==> src/rtl/lsu_mem_arbiter_pkg.sv <==
// lsu_arb_pkg: shared FSM state type and requester-id width helper for lsu_mem_arbiter
package lsu_arb_pkg;

    typedef enum logic [1:0] {IDLE, READ_WAIT, WRITE_WAIT, RELAY} arb_state_t;

    // A single requester still needs a 1-bit id so the ports stay legal
    function automatic int req_id_bits(input int n);
        return (n > 1) ? $clog2(n) : 1;
    endfunction

endpackage

==> src/rtl/lsu_mem_arbiter_if.sv <==
// lsu_mem_arbiter_if: per-thread LSU request side plus the single data-memory channel
//   slave  : arbiter view (takes LSU requests, drives the memory channel)
//   master : environment view (LSUs and memory controller)
interface lsu_mem_arbiter_if #(
    parameter int ADDR_BITS = 8,
    parameter int DATA_BITS = 8,
    parameter int NUM_REQ   = 2
);
    logic [NUM_REQ-1:0]                req_read_valid;
    logic [NUM_REQ-1:0][ADDR_BITS-1:0] req_read_address;
    logic [NUM_REQ-1:0]                req_read_ready;
    logic [NUM_REQ-1:0][DATA_BITS-1:0] req_read_data;
    logic [NUM_REQ-1:0]                req_write_valid;
    logic [NUM_REQ-1:0][ADDR_BITS-1:0] req_write_address;
    logic [NUM_REQ-1:0][DATA_BITS-1:0] req_write_data;
    logic [NUM_REQ-1:0]                req_write_ready;
    logic                              mem_read_valid;
    logic [ADDR_BITS-1:0]              mem_read_address;
    logic                              mem_read_ready;
    logic [DATA_BITS-1:0]              mem_read_data;
    logic                              mem_write_valid;
    logic [ADDR_BITS-1:0]              mem_write_address;
    logic [DATA_BITS-1:0]              mem_write_data;
    logic                              mem_write_ready;

    modport slave (
        input  req_read_valid, req_read_address, req_write_valid, req_write_address, req_write_data,
        input  mem_read_ready, mem_read_data, mem_write_ready,
        output req_read_ready, req_read_data, req_write_ready,
        output mem_read_valid, mem_read_address, mem_write_valid, mem_write_address, mem_write_data
    );

    modport master (
        output req_read_valid, req_read_address, req_write_valid, req_write_address, req_write_data,
        output mem_read_ready, mem_read_data, mem_write_ready,
        input  req_read_ready, req_read_data, req_write_ready,
        input  mem_read_valid, mem_read_address, mem_write_valid, mem_write_address, mem_write_data
    );
endinterface

==> src/rtl/lsu_mem_arbiter_rr_pick.sv <==
// rr_pick: combinational round-robin picker, first set request at or after ptr (wrapping)
//   req   : request vector
//   ptr   : starting index
//   found : any request set
//   id    : chosen index
module rr_pick #(
    parameter int NUM_REQ = 2,
    parameter int ID_BITS = 1
) (
    input  logic [NUM_REQ-1:0] req,
    input  logic [ID_BITS-1:0] ptr,
    output logic               found,
    output logic [ID_BITS-1:0] id
);
    logic [2*NUM_REQ-1:0] rot;

    // Rotating a doubled copy puts the requester at ptr in bit 0
    assign rot = {req, req} >> ptr;

    always_comb begin
        found = |req;
        id = '0;
        for (int j = NUM_REQ - 1; j >= 0; j--)
            if (rot[j]) id = ID_BITS'((int'(ptr) + j) % NUM_REQ);
    end
endmodule

==> src/rtl/lsu_mem_arbiter.sv <==
// lsu_mem_arbiter: shares one data-memory read/write channel among NUM_REQ LSUs, round-robin
//   clk      : clock, rising edge
//   reset    : asynchronous active-low reset
//   bus      : LSU request side and memory channel (lsu_mem_arbiter_if.slave)
//   busy     : high whenever the FSM is not IDLE
//   grant_id : requester currently being served
// Option LSU_ARB_READ_MERGE_EN: same-address reads pending at grant share one memory read.
module lsu_mem_arbiter
    import lsu_arb_pkg::*;
#(
    parameter int ADDR_BITS   = 8,
    parameter int DATA_BITS   = 8,
    parameter int NUM_REQ     = 2,
    parameter int REQ_ID_BITS = req_id_bits(NUM_REQ)
) (
    input  logic                   clk,
    input  logic                   reset,
    lsu_mem_arbiter_if.slave       bus,
    output logic                   busy,
    output logic [REQ_ID_BITS-1:0] grant_id
);
    arb_state_t                        state, state_n;
    logic [REQ_ID_BITS-1:0]            id_q, id_n, rr_ptr, rr_ptr_n, pick_id;
    logic                              is_wr, is_wr_n, found;
    logic [ADDR_BITS-1:0]              addr_q, addr_n;
    logic [DATA_BITS-1:0]              wdata_q, wdata_n;
    logic [NUM_REQ-1:0]                mask, pending, req_any;
    logic [NUM_REQ-1:0][DATA_BITS-1:0] rdata;

    assign req_any = bus.req_read_valid | bus.req_write_valid;

    rr_pick #(.NUM_REQ(NUM_REQ), .ID_BITS(REQ_ID_BITS)) u_pick (
        .req(req_any), .ptr(rr_ptr), .found(found), .id(pick_id)
    );

    always_ff @(posedge clk or negedge reset) begin
        if (!reset) begin
            state   <= IDLE;
            id_q    <= '0;
            rr_ptr  <= '0;
            is_wr   <= 1'b0;
            addr_q  <= '0;
            wdata_q <= '0;
        end else begin
            state   <= state_n;
            id_q    <= id_n;
            rr_ptr  <= rr_ptr_n;
            is_wr   <= is_wr_n;
            addr_q  <= addr_n;
            wdata_q <= wdata_n;
        end
    end

    always_comb begin
        state_n  = state;
        id_n     = id_q;
        rr_ptr_n = rr_ptr;
        is_wr_n  = is_wr;
        addr_n   = addr_q;
        wdata_n  = wdata_q;
        // Served requesters that still hold valid keep the FSM in RELAY
        pending  = (is_wr ? bus.req_write_valid : bus.req_read_valid) & mask;
        unique case (state)
            IDLE: if (found) begin
                id_n    = pick_id;
                is_wr_n = !bus.req_read_valid[pick_id];
                addr_n  = is_wr_n ? bus.req_write_address[pick_id] : bus.req_read_address[pick_id];
                wdata_n = bus.req_write_data[pick_id];
                state_n = is_wr_n ? WRITE_WAIT : READ_WAIT;
            end
            READ_WAIT:  state_n = bus.mem_read_ready ? RELAY : READ_WAIT;
            WRITE_WAIT: state_n = bus.mem_write_ready ? RELAY : WRITE_WAIT;
            RELAY: if (pending == '0) begin
                state_n  = IDLE;
                rr_ptr_n = (id_q == REQ_ID_BITS'(NUM_REQ - 1)) ? '0 : id_q + 1'b1;
            end
        endcase
    end

`ifdef LSU_ARB_READ_MERGE_EN
    logic [NUM_REQ-1:0] merge_q, same_addr;

    always_comb begin
        same_addr = '0;
        for (int i = 0; i < NUM_REQ; i++)
            same_addr[i] = bus.req_read_valid[i] &&
                           bus.req_read_address[i] == bus.req_read_address[pick_id];
    end

    always_ff @(posedge clk or negedge reset) begin
        if (!reset) merge_q <= '0;
        else if (state == IDLE && found)
            merge_q <= bus.req_read_valid[pick_id] ? same_addr : NUM_REQ'(1) << pick_id;
    end

    assign mask = merge_q;
`else
    assign mask = NUM_REQ'(1) << id_q;
`endif

    always_ff @(posedge clk or negedge reset) begin
        if (!reset) rdata <= '0;
        else if (state == READ_WAIT && bus.mem_read_ready)
            for (int i = 0; i < NUM_REQ; i++)
                if (mask[i]) rdata[i] <= bus.mem_read_data;
    end

    assign busy                  = state != IDLE;
    assign grant_id              = id_q;
    assign bus.mem_read_valid    = state == READ_WAIT;
    assign bus.mem_write_valid   = state == WRITE_WAIT;
    assign bus.mem_read_address  = addr_q;
    assign bus.mem_write_address = addr_q;
    assign bus.mem_write_data    = wdata_q;
    assign bus.req_read_ready    = (state == RELAY && !is_wr) ? mask : '0;
    assign bus.req_write_ready   = (state == RELAY && is_wr) ? mask : '0;
    assign bus.req_read_data     = rdata;
endmodule

==> src/flat_wrapper.sv <==
// flat-port wrapper written by rule: the top's interface ports become plain ports
module lsu_mem_arbiter_flat import lsu_arb_pkg::*;
#(
    parameter int ADDR_BITS   = 8,
    parameter int DATA_BITS   = 8,
    parameter int NUM_REQ     = 2,
    parameter int REQ_ID_BITS = req_id_bits(NUM_REQ)
)
  (clk, reset, busy, grant_id, bus_req_read_valid, bus_req_read_address, bus_req_write_valid, bus_req_write_address, bus_req_write_data, bus_mem_read_ready, bus_mem_read_data, bus_mem_write_ready, bus_req_read_ready, bus_req_read_data, bus_req_write_ready, bus_mem_read_valid, bus_mem_read_address, bus_mem_write_valid, bus_mem_write_address, bus_mem_write_data);
  lsu_mem_arbiter_if #(.ADDR_BITS(ADDR_BITS), .DATA_BITS(DATA_BITS), .NUM_REQ(NUM_REQ)) bus_i ();
  input  logic clk;
  input  logic reset;
  output logic busy;
  output logic [REQ_ID_BITS-1:0] grant_id;
  input wire logic [$bits(bus_i.req_read_valid)-1:0] bus_req_read_valid;
  input wire logic [$bits(bus_i.req_read_address)-1:0] bus_req_read_address;
  input wire logic [$bits(bus_i.req_write_valid)-1:0] bus_req_write_valid;
  input wire logic [$bits(bus_i.req_write_address)-1:0] bus_req_write_address;
  input wire logic [$bits(bus_i.req_write_data)-1:0] bus_req_write_data;
  input wire logic [$bits(bus_i.mem_read_ready)-1:0] bus_mem_read_ready;
  input wire logic [$bits(bus_i.mem_read_data)-1:0] bus_mem_read_data;
  input wire logic [$bits(bus_i.mem_write_ready)-1:0] bus_mem_write_ready;
  output wire logic [$bits(bus_i.req_read_ready)-1:0] bus_req_read_ready;
  output wire logic [$bits(bus_i.req_read_data)-1:0] bus_req_read_data;
  output wire logic [$bits(bus_i.req_write_ready)-1:0] bus_req_write_ready;
  output wire logic [$bits(bus_i.mem_read_valid)-1:0] bus_mem_read_valid;
  output wire logic [$bits(bus_i.mem_read_address)-1:0] bus_mem_read_address;
  output wire logic [$bits(bus_i.mem_write_valid)-1:0] bus_mem_write_valid;
  output wire logic [$bits(bus_i.mem_write_address)-1:0] bus_mem_write_address;
  output wire logic [$bits(bus_i.mem_write_data)-1:0] bus_mem_write_data;
  assign bus_i.req_read_valid = bus_req_read_valid;
  assign bus_i.req_read_address = bus_req_read_address;
  assign bus_i.req_write_valid = bus_req_write_valid;
  assign bus_i.req_write_address = bus_req_write_address;
  assign bus_i.req_write_data = bus_req_write_data;
  assign bus_i.mem_read_ready = bus_mem_read_ready;
  assign bus_i.mem_read_data = bus_mem_read_data;
  assign bus_i.mem_write_ready = bus_mem_write_ready;
  assign bus_req_read_ready = bus_i.req_read_ready;
  assign bus_req_read_data = bus_i.req_read_data;
  assign bus_req_write_ready = bus_i.req_write_ready;
  assign bus_mem_read_valid = bus_i.mem_read_valid;
  assign bus_mem_read_address = bus_i.mem_read_address;
  assign bus_mem_write_valid = bus_i.mem_write_valid;
  assign bus_mem_write_address = bus_i.mem_write_address;
  assign bus_mem_write_data = bus_i.mem_write_data;
  lsu_mem_arbiter #(.ADDR_BITS(ADDR_BITS), .DATA_BITS(DATA_BITS), .NUM_REQ(NUM_REQ), .REQ_ID_BITS(REQ_ID_BITS)) u_core (.clk(clk), .reset(reset), .bus(bus_i), .busy(busy), .grant_id(grant_id));
endmodule
==> config.mk <==
export PLATFORM = sky130hd
export DESIGN_NAME = lsu_mem_arbiter_flat
export DESIGN_NICKNAME = d
export VERILOG_FILES = /design/src/rtl/lsu_mem_arbiter_pkg.sv /design/src/rtl/lsu_mem_arbiter_if.sv /design/src/rtl/lsu_mem_arbiter_rr_pick.sv /design/src/rtl/lsu_mem_arbiter.sv /design/src/flat_wrapper.sv
export SDC_FILE = /design/constraint.sdc
export NUM_CORES = 1
export LEC_CHECK = 0
export ABC_AREA = 1
export CAP_MARGIN = 20
export CORE_MARGIN = 10
export CORE_UTILIZATION = 35
export CTS_CLUSTER_SIZE = 14
export DETAILED_ROUTE_END_ITERATION = 6
export PLACE_DENSITY = 0.87
export SETUP_SLACK_MARGIN = 0.2
export SLEW_MARGIN = 40
export SYNTH_ARGS = -nofsm -noshare
export SYNTH_HDL_FRONTEND = slang
export SYNTH_HIERARCHICAL = 1
export SYNTH_SLANG_ARGS = --single-unit
==> constraint.sdc <==
create_clock -name clk -period 1.16 [get_ports clk]
set_input_delay 0.232 -clock clk [delete_from_list [all_inputs] [get_ports clk]]
set_output_delay 0.232 -clock clk [all_outputs]
set_load 0.05 [all_outputs]
==> run summary, run 1 <==
clock tree from TritonCTS: built
gr usage total: 0.2107
M3 GR Usage: 0.05678
GRT overflow: 0
Layout Utilization: 0.9081
worst path required time: 930 ps
Worst-Margin Slew: 392.2 ps
most common cell after layout, fill and taps aside: nand2_1
Area Growth Syn to Fin: 145.9%
Sequential Area: 947.2 um2
CP Capture Type: primary output
RSZ-0062 raised after global routing: yes
via count: 2872
syn nets: 344
GR peak layer: met2
gp weighted congestion: 0.8596
first-pass GRT wire length: 16.05 mm
Root Driver: clkbuf_8
Hold Fails Final Rpt: 0
Max Cap Violations: 0
crit-path max cell delay: 470 ps
WL/cell: 24.49 um
row count: 27
clock sink count: 37
Worst-path clk slew: 90 ps
Max Slew Vio Count: 0
die area: 9393 um2
biggest area consumer among synthesized cells: dfrtp_1
Max Fclk: 634.8 MHz
fillcell total: 195
cell area power density: 3227 nW/um2
CP Launch Type: flop
most frequent cells in the layout: nand2_1 (77), clkdlybuf4s50_1 (58), buf_12 (56), nand2_2 (40), buf_4 (38)
vias in the first global route: 2828
hold slack: 378.8 ps
status: finished, violations left
Via density: 5.512
Final ANT Viol Nets: 0
type of the worst min-delay path: in -> async
final setup fails: 57
Top Ports: 112
die height: 96.92 um
synthesized area per cell: 7.395 um2
H-tree levels: 2
Critical Path Fanout Max: 6
Tmin final: 1575 ps
Max IR drop VDD: 2100 uV
Routed WL: 12.76 mm
CTS Buffer Depth: 2
CP Class: reg -> out
slew margin rel.: 0.7385
Crit path arrival time: 1340 ps
Ys Warns: 6
largest cells by area after synthesis: dfrtp_1 (45%), nand2_1 (24%), o21ai_2 (6.8%), buf_4 (4.0%), nor2_1 (3.4%)
DRC: 0
Critical Path Slowest Stage Cell: dfrtp_2
Yosys cell types: 21
clock buffer count from CTS: 5
footprint of the multi-input gates: 1439 um2
setup TNS: -13860 ps
met2 usage: 0.4085
nets: 512
core area: 5608 um2
post-place setup slack: -757.3 ps
worst path cell trace: nand2_4, nor3_4, buf_12
worst path buffer plus inverter count: 1
Pwr Total: 16.43 mW
final worst slack: -415.4 ps
crit share post-route: 1.358
Post-Synthesis Cells: 280
initial antenna violation count: 0
Seq cells post-synth: 37
largest net degree at the start of global routing: 24
Pleak: 2.387 nW
initial core utilization: 0.3693
detailed placement HPWL: 6.292 mm
share of cells above drive strength 1: 0.5880
cell family with most CP delay: flip-flops
mapped cell area: 2071 um2
Yosys top cell area share: 0.4471
clk_lat worst skew: 300 ps
clock skew after layout: 12.12 ps
diodes inserted: 0
IO Port Bufs: 111
sequential area share after synthesis: 0.4471
Pre-antenna DRT Iters: 6
Die X: 96.92 um
1st-iter DRT viols: 307
met1 Track Usage GR: 0.2067
violated checks: setup timing
## worst paths after layout
path / start / end / slack, ps / depth (start not counted)
hold reg to reg: u_core/bus.req_read_data[7] / u_core/bus.req_read_data[7] / 550 / 2
setup / recovery: u_core/state[1] / bus_req_read_ready[0] / -420 / 3
min in group clk: bus_mem_read_data[7] / u_core/bus.req_read_data[7] / 530 / 3
setup reg to reg: u_core/rr_ptr / u_core/bus.mem_read_address[7] / -420 / 11
hold / removal: reset / u_core/state[0] / 380 / 2
max in group asynchronous: reset / u_core/bus.req_read_data[0] / 290 / 3
## state kept, by name, indices dropped and copies added (netlist names)
name,count
u_core/bus.req_read_data,16
u_core/bus.mem_read_address,8
u_core/bus.mem_write_data,8
u_core/state,2
u_core/grant_id,1
u_core/is_wr,1
u_core/rr_ptr,1
## cell type report
| type | instances | area share |
|---|---|---|
| Clock buffer | 6 | 0.01622 |
| Clock inverter | 2 | 0.007371 |
| Inverter | 21 | 0.01916 |
| Multi-Input combinational cell | 204 | 0.2826 |
| Sequential cell | 37 | 0.1860 |
| Tap cell | 72 | 0.01769 |
| Timing Repair Buffer | 179 | 0.4710 |
## power breakdown
part           leakage, nW  switching [mW]  internal, mW
combinational         1.89            6.47          5.88
sequential           0.444           0.907          1.96
clock               0.0574           0.523         0.700
## cell families (layout without fill, tap and decap cells)
kind of cell / Yosys count / count (layout) / synth area share
AND/OR/NAND/NOR: 173 / 174 / 0.3372
buffers and inverters: 40 / 208 / 0.1033
flip-flops: 37 / 37 / 0.4471
AO/OA/AOI/OAI: 30 / 30 / 0.1124
## what timing repair did
item | in CTS | in global routing
setup buffers | 22 | 14
hold buffers | 1 | 0
gates cloned | 7 | 1
resized for setup | 85 | 73
setup endpoints to repair | 85 | 85
pin swaps | 49 | 32
hold endpoints to repair | 14 | 0
## cell usage after synthesis
master / count
o31ai_1: 8
nand2_2: 6
o21ai_1: 1
inv_1: 18
inv_2: 3
or2_2: 2
dfrtp_1: 37
nor2_2: 1
nand2_1: 134
buf_6: 2
buf_2: 6
a21oi_1: 1
nand3_1: 5
buf_4: 11
o211ai_1: 1
or2_1: 1
nor2_1: 19
o21ai_0: 3
nor3_1: 4
nor3_4: 1
o21ai_2: 16
## metrics by stage
step	std cells	cell area (um2)
global placement	468	3973
finish	521	5092
CTS	506	4677
floorplan	280	2248
global route	521	5092
detailed placement	468	3973
## metal layers
metal / share of wire / routed length (um)
met4: 0.054 / 685
met1: 0.34 / 4280
met3: 0.075 / 959
met5: 0 / 0
met2: 0.54 / 6835
## worst reg2reg max path, cell delays in order, from the launching register on
cell,delay (ps)
dfrtp_1,380
inv_2,60
a21oi_2,180
buf_6,170
inv_8,70
nand2_8,100
nand2_8,70
buf_4,150
nand2_1,60
nand2_1,60
nand2_1,80
nand2_1,80
No activity file was read; power rests on OpenSTA's default activity.
==> run 2, diff against run 1 <==
--- a/config.mk
+++ b/config.mk
@@ -7,7 +7,6 @@
 export LEC_CHECK = 0
 export ABC_AREA = 1
 export CAP_MARGIN = 20
-export CORE_MARGIN = 10
 export CORE_UTILIZATION = 35
 export CTS_CLUSTER_SIZE = 14
 export DETAILED_ROUTE_END_ITERATION = 6
==> run summary, run 2 (synthesis results as in run 1) <==
status: finished, violations left
violated checks: setup timing
via count: 3237 (+13%)
clock buffer count from CTS: 5 (unchanged)
initial core utilization: 0.3693 (unchanged)
Setup crit end: u_core/bus.mem_read_address[7]
die area: 6228 um2 (-34%)
Worst-path clk slew: 90 ps (about the same)
Pre-antenna DRT Iters: 6 (unchanged)
CP Class: reg -> reg
Via density: 6.050 (+9.8%)
Crit path arrival time: 2150 ps (+810 ps)
slew margin rel.: 0.7368 (-0.001771)
diodes inserted: 0 (unchanged)
FF-to-FF setup slack: -820 ps (-400 ps)
first-pass GRT wire length: 15.53 mm (-3.3%)
Final ANT Viol Nets: 0 (unchanged)
worst path required time: 1340 ps (+410 ps)
Pleak: 2.492 nW (+4.4%)
clock skew after layout: 15.74 ps (+3.611 ps)
worst-case reg-to-reg path depth: 12 (+1)
clock tree from TritonCTS: built
Tmin final: 1977 ps (+402.0 ps)
row count: 27 (unchanged)
GRT overflow: 0 (unchanged)
Max Fclk: 505.7 MHz (-20%)
Area Growth Syn to Fin: 160.2%
Critical Path Fanout Max: 5 (-1)
detailed placement HPWL: 5.443 mm (-13%)
CTS Buffer Depth: 2 (unchanged)
final setup fails: 52 (-8.8%)
FF-to-FF Start: u_core/rr_ptr
CP Capture Type: flop
clock sink count: 37 (unchanged)
Root Driver: clkbuf_8
setup TNS: -17710 ps (-3844 ps)
clk_lat worst skew: 300 ps (about the same)
Max IR drop VDD: 2084 uV (-0.79%)
Top Ports: 112 (unchanged)
largest net degree at the start of global routing: 24 (unchanged)
r2r endpoint: u_core/bus.mem_read_address[7]
DRC: 0 (unchanged)
crit share post-route: 1.705 (+0.3465)
Worst-Margin Slew: 390.7 ps (-1.472 ps)
WL/cell: 28.13 um (+15%)
initial antenna violation count: 0 (unchanged)
vias in the first global route: 2917 (+3.1%)
1st-iter DRT viols: 484 (+58%)
RSZ-0062 raised after global routing: yes
H-tree levels: 2 (unchanged)
Max Slew Vio Count: 0 (unchanged)
most frequent cells in the layout: nand2_1 (73), clkdlybuf4s50_1 (58), buf_12 (58), nand2_2 (40), buf_4 (38)
Hold Fails Final Rpt: 0 (unchanged)
IO Port Bufs: 111 (unchanged)
final worst slack: -817.4 ps (-402.0 ps)
type of the worst min-delay path: in -> async
share of cells above drive strength 1: 0.6285 (+0.04054)
Max Cap Violations: 0 (unchanged)
nets: 526 (+2.7%)
Routed WL: 15.05 mm (+18%)
gp weighted congestion: 0.8438 (-1.8%)
gr usage total: 0.3376 (+0.1269)
die height: 78.92 um (-19%)
Pwr Total: 17.61 mW (+7.2%)
CP Launch Type: flop
Die X: 78.92 um (-19%)
cell area power density: 3269 nW/um2 (+1.3%)
max reg flops: 16 (unchanged)
Critical path origin: u_core/rr_ptr
core area: 5608 um2 (unchanged)
most common cell after layout, fill and taps aside: nand2_1
[run 2: critical path: stages, from the launching register on]
cell	delay (ps)
dfrtp_1	390
inv_2	70
a21oi_2	150
buf_6	150
inv_8	50
buf_6	130
buf_12	140
nand2_2	60
nand2_2	60
nand2_1	190
nand2_1	220
nand2_1	160
nand2_1	90
[run 2: through the flow]
step                      utilization  hold slack, ps  instances  setup WS (ps)  cell area, um2
after floorplan                     -          -63.59        280         -317.1            2248
after global placement         0.7146           177.9        471         -659.8            4008
after detailed placement       0.7146           180.6        471         -736.0            4008
after CTS                      0.8552           385.7        511         -354.0            4796
after global routing           0.9607           389.3        535         -783.3            5388
final                          0.9607           392.8        535         -817.4            5388
[run 2: area by class of cell]
| type | instances | area [um2] |
|---|---|---|
| multi-input cells | 204 | 1544 |
| clock inverters | 2 | 13.76 |
| well taps | 72 | 90.09 |
| clock buffers | 6 | 82.58 |
| inverters | 21 | 95.09 |
| fillers | 113 | 220.2 |
| repair buffers | 193 | 2610 |
| flip-flops and latches | 37 | 952.2 |
[run 2: what timing repair did]
item / 4_1_cts / 5_1_grt
gates cloned: 9 / 2
setup endpoints to repair: 85 / 88
hold buffers: 1 / 0
buffers inserted: 22 / 22
pin swaps: 40 / 33
resized for setup: 92 / 100
endpoints found under the hold margin: 14 / 0
[run 2: how the worst min path moves through the flow]
| stage | startpoint | to | depth (start not counted) |
|---|---|---|---|
| 2_1_floorplan | reset | u_core/bus.mem_read_address[0] | 0 |
| 4_1_cts | reset | u_core/state[1] | 2 |
| 5_1_grt | reset | u_core/state[1] | 2 |
| 3_5_place_dp | reset | u_core/state[1] | 1 |
| 6_report | reset | u_core/state[1] | 2 |
| 3_3_place_gp | reset | u_core/bus.mem_write_data[2] | 1 |
[run 2: metal layers]
layer  track usage  vias to the layer above  part of all wire
met5             0                        -                 0
met4        0.1691                        0              0.10
met3       0.07931                      141              0.11
met2        0.6130                      343              0.47
met1        0.3653                     1523              0.32
li1              -                     1230                 -
[run 2: where the power goes]
part	leakage, nW	switching (mW)	internal, mW
registers	0.439	0.964	1.97
logic	2.00	7.23	6.46
clock network	0.0512	0.510	0.483
total	2.49	8.70	8.91
==> variant, RTL diff (settings of run 2) <==
The option `LSU_ARB_READ_MERGE_EN` is turned on by a define.
--- a/src/rtl/lsu_mem_arbiter.sv
+++ b/src/rtl/lsu_mem_arbiter.sv
@@ -5,6 +5,8 @@
 //   busy     : high whenever the FSM is not IDLE
 //   grant_id : requester currently being served
 // Option LSU_ARB_READ_MERGE_EN: same-address reads pending at grant share one memory read.
+`define LSU_ARB_READ_MERGE_EN
+
 module lsu_mem_arbiter
     import lsu_arb_pkg::*;
 #(
Check against the original RTL: not equivalent (Yosys sat finds a counterexample within 4 cycles, from zero or initial values and one cycle with reset low).
==> variant against run 2 <==
  * The run ends with DRC, setup timing left
  * Via count up 7.0%
  * Design area down 0.70%
  * Setup slack better by 0.18 ns
  * Count of clock-buffer cells in the layout down 1
  * Die area up 12%
  * Sequential cell count up 2
  * Core utilization down 12 points
  * Clock skew down 0.0077 ns
  * Total power down 3.3%
  * Routed wire length down 13%
  * First-iteration DRC count down 28%
  * Area after synthesis up 13%
==> variant: results (changes against run 2) <==
Timing
  • Setup TNS: -18.03 ns (-0.329 ns)
  • Hold WS: 0.438 ns (+0.0447 ns)
  • Max Clock Skew: 0.00800 ns (-0.00773 ns)
  • Setup Viol. Count Final: 56 (+7.7%)
  • Tmin final: 1.80 ns (-0.182 ns)
  • Slew Limit Headroom: 79.1% (+5.4 points)
  • Final worst slack: -0.636 ns (+0.182 ns)

Detailed routing
  • Met3 WL post-DR: 1.12 mm (-33%)
  • Post-route DRC: 14 (+14)
  • DRT met1 WL: 4.46 mm (-7.3%)
  • Routed wl met2: 6.49 mm (-8.1%)
  • Drt via density: 5.78 (-4.4%)
  • Initial drt markers: 347 (-28%)

Run status
  • Outcome: finished, violations left
  • Failing checks: DRC, setup timing

Worst setup path
  • CP Max Fanout: 4 (-1)
  • Worst R2R Path Depth: 10 (-2)
  • WP data arrival: 2.03 ns (-0.12 ns)
  • Crit path to: u_core/bus.mem_read_address[5]
  • CP delay by family, top: buffers and inverters
  • R2r setup slk: -0.64 ns (+0.18 ns)

Power
  • Clock power frac: 6.9% (+1.3 points)
  • Sw Pwr: 8.27 mW (-4.9%)
  • Static Leakage: 2.50 nW (+0.27%)
  • Combinational share of power: 75.3% (-2.4 points)

Global routing
  • First-pass GRT wire length: 17.1 mm (+10%)
  • Largest net degree at the start of global routing: 40 (+67%)

Synth
  • Synthesized Nets: 405 (+18%)
  • Top cells by area, synth: dfrtp_1 42%, nand2_1 16%, o21ai_0 7.1%
  • Mean Syn Cell Area: 6.84 um2 (-7.5%)
  • Synth cell types: 22 (+4.8%)

Final layout
  • Count of plain and timing-repair buffers: 191 (-1.0%)
  • Clock-cell share of area: 2.10% (+0.32 points)
  • Filler Cells Inserted: 276 (+140%)
  • Area of the multi-input gates: 1490 um2 (-3.4%)
  • Inverters: 46 (+120%)
  • Final instance count without filler cells: 599 (+12%)
  • Non-clock buffers, area share: 45.7% (-2.7 points)
  • Multi-input logic cell count: 238 (+17%)
  • Layout Nets: 585 (+11%)

Placed design
  • HPWL after DPL: 6.01 mm (+10%)
  • RD Place Congestion: 0.887 (+5.1%)
[variant: timing repair]
item | 4_1_cts | 5_1_grt
pin swaps | 28 | 23
setup buffers | 21 | 19
cloned | 8 | 1
gates resized for setup | 74 | 77
endpoints found under the setup margin | 87 | 87
hold endpoints to repair | 39 | 0
hold buffers | 1 | 0
[variant: metrics by stage]
stage	setup WS, ns	util [%]	cell area [um2]
after global placement	-0.776	67.1	4290
after floorplan	-0.251	-	2530
final	-0.636	83.8	5350
after detailed placement	-0.836	67.1	4290
after global routing	-0.667	83.8	5350
after CTS	-0.427	77.3	4940
[variant: layer usage]
layer / up-vias / track usage (%)
met1: 1620 / 35.5
met2: 297 / 55.1
li1: 1454 / -
met5: - / 0
met3: 92 / 7.22
met4: 0 / 15.1
[variant: cell families after synthesis]
group | Yosys count | share of synthesized area (%)
simple gates | 176 | 31.2
buf+inv | 66 | 12.9
compound gates | 60 | 14.1
flops | 39 | 41.8
